## src/rtl/wb_pkg.sv

```systemverilog
// Shared definitions for the writeback stage: load funct3 encodings,
// FSM state encoding and the datapath width.
package wb_pkg;

  localparam int XLEN_DEF = 32;

  // RV32I load funct3 encodings
  localparam logic [2:0] F3_LB  = 3'b000;
  localparam logic [2:0] F3_LH  = 3'b001;
  localparam logic [2:0] F3_LW  = 3'b010;
  localparam logic [2:0] F3_LBU = 3'b100;
  localparam logic [2:0] F3_LHU = 3'b101;

  // Writeback FSM states
  typedef enum logic {
    ST_IDLE    = 1'b0,
    ST_WAIT_LD = 1'b1
  } wb_state_t;

endpackage

```

## src/rtl/wb_stage_load_align.sv

```systemverilog
// Load data alignment: picks the byte/half/word addressed by the load,
// then sign- or zero-extends it. Flags funct3 codes that are not loads.
import wb_pkg::*;

module load_align (
  input  logic [2:0]  i_funct3,
  input  logic [1:0]  i_off,
  input  logic [31:0] i_data,
  output logic [31:0] o_data,
  output logic        o_illegal
);

  logic [31:0] w_shifted;
  logic [7:0]  w_byte;
  logic [15:0] w_half;

  // Lane select: byte by full offset, half by offset bit 1 only
  always_comb begin
    w_shifted = i_data >> {i_off, 3'b000};
    w_byte    = w_shifted[7:0];
    w_half    = i_off[1] ? i_data[31:16] : i_data[15:0];
  end

  // Extension by load type; unsupported encodings raise the illegal flag
  always_comb begin
    o_data    = 32'h0000_0000;
    o_illegal = 1'b0;
    case (i_funct3)
      F3_LB:   o_data = {{24{w_byte[7]}}, w_byte};
      F3_LBU:  o_data = {24'h000000, w_byte};
      F3_LH:   o_data = {{16{w_half[15]}}, w_half};
      F3_LHU:  o_data = {16'h0000, w_half};
      F3_LW:   o_data = i_data;
      default: o_illegal = 1'b1;
    endcase
  end

endmodule

```

## src/rtl/wb_stage.sv

```systemverilog
// RV32I writeback stage. Drives the register-file write port, forwards
// ALU results with one cycle of latency and stalls the memory stage while
// a load waits for its data-bus response.
// Optional: define WB_RETIRE_CNT_EN to add the 64-bit instret_o counter.
import wb_pkg::*;

module wb_stage #(
  parameter int XLEN = 32
) (
  input  logic            clk_i,
  input  logic            rst_i,
  input  logic            mem_valid_i,
  output logic            mem_ready_o,
  input  logic [4:0]      rd_i,
  input  logic            rd_we_i,
  input  logic [XLEN-1:0] result_i,
  input  logic            is_load_i,
  input  logic [2:0]      funct3_i,
  input  logic [1:0]      addr_lo_i,
  input  logic            dbus_ack_i,
  input  logic            dbus_err_i,
  input  logic [XLEN-1:0] dbus_dat_i,
  output logic [4:0]      rd_o,
  output logic [XLEN-1:0] rf_wd_o,
  output logic            we_o,
  output logic            load_fault_o
`ifdef WB_RETIRE_CNT_EN
  ,
  output logic [63:0]     instret_o
`endif
);

  wb_state_t   r_state;
  logic [4:0]  r_rd;
  logic        r_rd_we;
  logic [2:0]  r_funct3;
  logic [1:0]  r_off;

  logic [31:0] w_aligned;
  logic        w_illegal;
  logic        w_fire;
  logic        w_ld_done;
  logic        w_ld_bad;

  load_align u_align (
    .i_funct3  (r_funct3),
    .i_off     (r_off),
    .i_data    (dbus_dat_i),
    .o_data    (w_aligned),
    .o_illegal (w_illegal)
  );

  // Ready depends only on state (and is held low during reset)
  assign mem_ready_o = rst_i && (r_state == ST_IDLE);
  assign w_fire      = mem_valid_i && mem_ready_o;
  assign w_ld_done   = (r_state == ST_WAIT_LD) && dbus_ack_i;
  assign w_ld_bad    = dbus_err_i || w_illegal;

  // FSM with registered register-file outputs; rd/data only move on a write
  always_ff @(posedge clk_i) begin
    if (!rst_i) begin
      r_state      <= ST_IDLE;
      we_o         <= 1'b0;
      load_fault_o <= 1'b0;
      rd_o         <= 5'd0;
      rf_wd_o      <= '0;
      r_rd         <= 5'd0;
      r_rd_we      <= 1'b0;
      r_funct3     <= 3'd0;
      r_off        <= 2'd0;
    end else begin
      we_o         <= 1'b0;
      load_fault_o <= 1'b0;
      case (r_state)
        ST_IDLE: begin
          if (w_fire) begin
            if (is_load_i) begin
              r_rd     <= rd_i;
              r_rd_we  <= rd_we_i;
              r_funct3 <= funct3_i;
              r_off    <= addr_lo_i;
              r_state  <= ST_WAIT_LD;
            end else if (rd_we_i && (rd_i != 5'd0)) begin
              we_o    <= 1'b1;
              rd_o    <= rd_i;
              rf_wd_o <= result_i;
            end
          end
        end
        ST_WAIT_LD: begin
          if (dbus_ack_i) begin
            r_state <= ST_IDLE;
            if (w_ld_bad) begin
              load_fault_o <= 1'b1;
            end else if (r_rd_we && (r_rd != 5'd0)) begin
              we_o    <= 1'b1;
              rd_o    <= r_rd;
              rf_wd_o <= w_aligned;
            end
          end
        end
        default: r_state <= ST_IDLE;
      endcase
    end
  end

`ifdef WB_RETIRE_CNT_EN
  logic [63:0] r_instret;
  logic        w_retire;

  assign w_retire  = (w_fire && !is_load_i) || (w_ld_done && !w_ld_bad);
  assign instret_o = r_instret;

  // Retired-instruction counter; faulted loads are not counted
  always_ff @(posedge clk_i) begin
    if (!rst_i) begin
      r_instret <= 64'd0;
    end else if (w_retire) begin
      r_instret <= r_instret + 64'd1;
    end
  end
`endif

endmodule

```

## config.mk

```make
export PLATFORM = sky130hd
export DESIGN_NAME = wb_stage
export DESIGN_NICKNAME = d
export VERILOG_FILES = /design/src/rtl/wb_pkg.sv /design/src/rtl/wb_stage_load_align.sv /design/src/rtl/wb_stage.sv
export SDC_FILE = /design/constraint.sdc
export NUM_CORES = 1
export LEC_CHECK = 0
export ABC_AREA = 1
export CAP_MARGIN = 20
export CORE_ASPECT_RATIO = 0.7
export CORE_MARGIN = 2
export CORE_UTILIZATION = 41
export DETAILED_ROUTE_END_ITERATION = 10
export PLACE_DENSITY = 0.77
export SYNTH_ARGS = -nofsm -noshare
export SYNTH_HDL_FRONTEND = slang
export SYNTH_SLANG_ARGS = --single-unit
```

## constraint.sdc

```tcl
create_clock -name clk_i -period 1.4 [get_ports clk_i]
set_clock_uncertainty 0.2 [all_clocks]
set_input_delay 0.21 -clock clk_i [delete_from_list [all_inputs] [get_ports clk_i]]
set_output_delay 0.21 -clock clk_i [all_outputs]
set_load 0.01 [all_outputs]
```

==> out/metrics.yaml <==
run_status:
  status: "finished, violations left"
  violations: "setup timing"
sta:
  tns_ns: -7.32
  holdWs_ns: 0.0567
  rsz0062_at_grt: "yes"
  setup_viol: 50
  fin_ws_ns: -0.198
  max_freq_mhz: 626
  relSlewSlack_pct: 78.3
  slew_violations: 0
  final_hold_viol_count: 0
  tightest_slew_ns: 0.321
  fin_crit_sh_pct: 114
  period_needed_ns: 1.60
global_route:
  overflow: 0
  antenna_found_initial: 0
  grt_pass1_wl_um: 17900
  track_usage_pct: 24.1
  grt_pass1_vias: 4032
  grt_max_degree: 42
yosys:
  syn_inst: 616
  syn_avg_cell_area_um2: 5.51
  async_flop_share_pct: 0
  yosysSeqAreaShare_pct: 30.1
  ys_ff_latch: 51
  synth-main-ff-cell: "dfxtp_1"
  yosysUniqueCellTypes: 21
  synthesis.nets: 697
  ys_warn_count: 0
  synth_edf_count: 0
  syn_area_um2: 3390
clock_tree:
  clkTransAtPathRegs_ns: 0.07
  cts-root-buf: "clkbuf_16"
  clkSinkCount: 51
  htreeDepth: 2
  clockBufferDepth: 2
  cts_tree: "done"
  clkLatencyLatePin_ns: 0.29
  numCtsBuffers: 5
setup_path:
  cp-start-kind: "flip-flop"
  critPathMostFrequentCell: "nand2_1"
  max_stage_delay_ns: 0.36
  endpoint: "rf_wd_o[21]$_SDFFE_PN0P_"
  reg2reg_depth: 8
  cpMaxStageDelayCell: "dfxtp_4"
  crit_start: "r_state$_SDFF_PN0_"
  critPathMaxFanout: 19
  r2r_end: "rf_wd_o[21]$_SDFFE_PN0P_"
  crit_required_ns: 1.43
  crit_arrival_ns: 1.63
  reg2reg_from: "r_state$_SDFF_PN0_"
  crit_type: "flip-flop to flip-flop"
  r2r_slack_ns: -0.20
  cp-end-kind: "flip-flop"
  crit_chain: "buf_4 -> buf_6 -> nand2_2 -> nand3_4 -> buf_12 -> nand2_1 -> nand2_1 -> nor2_1"
final_layout:
  antenna_cells: 0
  areaGrowthSynthToFinish_pct: 65.4
  layout_commonest_cell: "nand2_1"
  drive_above_1_share_pct: 18.3
  final.fill_count: 640
  final_cell_mix: "nand2_1 (200), nor2_1 (108), clkdlybuf4s50_1 (75)"
  finalNetCount: 846
die:
  die_y_um: 80.1
  io_pins: 121
  placeableCoreArea_um2: 7940
  die_area_um2: 9040
  rows: 27
  initial_core_util_pct: 42.8
  fp.dieW_um: 113
place:
  routabilityCongestion: 0.896
  dpl.hpwl_um: 8230
  port_buffers: 120
routing:
  detail-route-antenna-nets: 0
  drc: 0
  vias: 4524
  wl_um: 12500
  wire_per_inst_um: 14.4
  drtPass1Iterations: 7
  vias_per_cell: 5.22
  first_iter_violations: 430
power:
  p_per_area_nw_per_um2: 803
  p_leak_uw: 0.00288
  ir_drop_v: 0.000574
min_path:
  worstHoldPathCells: 3
  min_path_type: "input pin to flip-flop"
job:
  drv_cap: 0
-- worst min-delay path by stage --
stage | startpoint | end
4_1_cts | rst_i | r_state$_SDFF_PN0_
5_1_grt | rd_we_i | r_rd_we$_SDFFE_PN0P_
2_1_floorplan | dbus_ack_i | load_fault_o$_SDFF_PN0_
3_3_place_gp | r_rd_we$_SDFFE_PN0P_ | r_rd_we$_SDFFE_PN0P_
3_5_place_dp | r_rd_we$_SDFFE_PN0P_ | r_rd_we$_SDFFE_PN0P_
6_report | rd_we_i | r_rd_we$_SDFFE_PN0P_
-- Yosys cell counts, types with 2 or more instances --
cell | n | area share [%]
a21oi_1 | 37 | 5.5
buf_1 | 4 | 0.44
buf_2 | 19 | 2.8
buf_4 | 2 | 0.44
clkbuf_1 | 12 | 1.3
dfxtp_1 | 51 | 30
inv_1 | 76 | 8.4
inv_2 | 3 | 0.33
nand2_1 | 214 | 24
nand2_2 | 4 | 0.74
nand3_1 | 30 | 4.4
nand4_1 | 25 | 4.6
nor2_1 | 115 | 13
nor2_4 | 2 | 0.66
o21ai_0 | 16 | 2.4
-- layout make-up --
type,count,area (um^2),area share (%)
multi-input combinational,449,2160,38.5
clock buffer,5,125,2.23
inverter,79,302,5.37
sequential,51,1030,18.4
timing repair buffer,179,1800,32.1
tap,101,126,2.25
clock inverter,3,67.6,1.20
-- worst max-delay path: cells and delay by family (launching register included) --
family	cells	cell delay (ns)
flops	1	0.36
buf+inv	3	0.47
simple gates	5	0.51
-- power breakdown --
part	internal (uW)	switching (uW)	leakage [uW]	total, uW
combinational	650	675	0.00237	1330
clock	1030	583	0.0000900	1610
sequential	1530	48.2	0.000418	1580
total	3200	1310	0.00288	4510
-- routing by layer --
layer	part of all wire [%]	up-vias	GRT usage, %
li1	-	2187	-
met1	41	2076	30.2
met2	49	243	43.7
met3	8.7	18	4.38
met4	1.2	0	5.00
met5	0	-	0
-- logic make-up (layout without fill, tap and decap cells) --
group	after synthesis	in the layout	synth area share [%]
AND/OR/NAND/NOR	394	394	47.8
buffers and inverters	116	266	13.7
AO/OA/AOI/OAI	55	55	8.40
flip-flops	51	51	30.1
-- flip-flops by register name, summed over array words and instances, names as in the netlist --
name          cells
r_rd_we           1
we_o              1
r_rd              5
rd_o              5
rf_wd_o          32
r_state           1
load_fault_o      1
r_funct3          3
r_off             2
-- per-stage QoR --
stage	setup WS, ns	instance area [um^2]	util (%)	cells	total power [uW]
after floorplan	-0.0459	3430	-	616	2160
after global placement	-0.426	5000	63.0	846	2720
after detailed placement	-0.466	5000	63.0	846	2750
after CTS	-0.128	5250	66.1	855	4330
after global routing	-0.324	5610	70.7	867	4710
final	-0.198	5610	70.7	867	4510
-- repair_timing --
| action | in CTS | in global routing |
|---|---|---|
| hold buffers | 0 | 0 |
| buffers inserted | 1 | 5 |
| pin swaps | 5 | 16 |
| endpoints found under the setup margin | 78 | 49 |
| gates resized for setup | 74 | 60 |
| cloned | 0 | 7 |
Note: power is estimated with default switching activity, not from simulation.
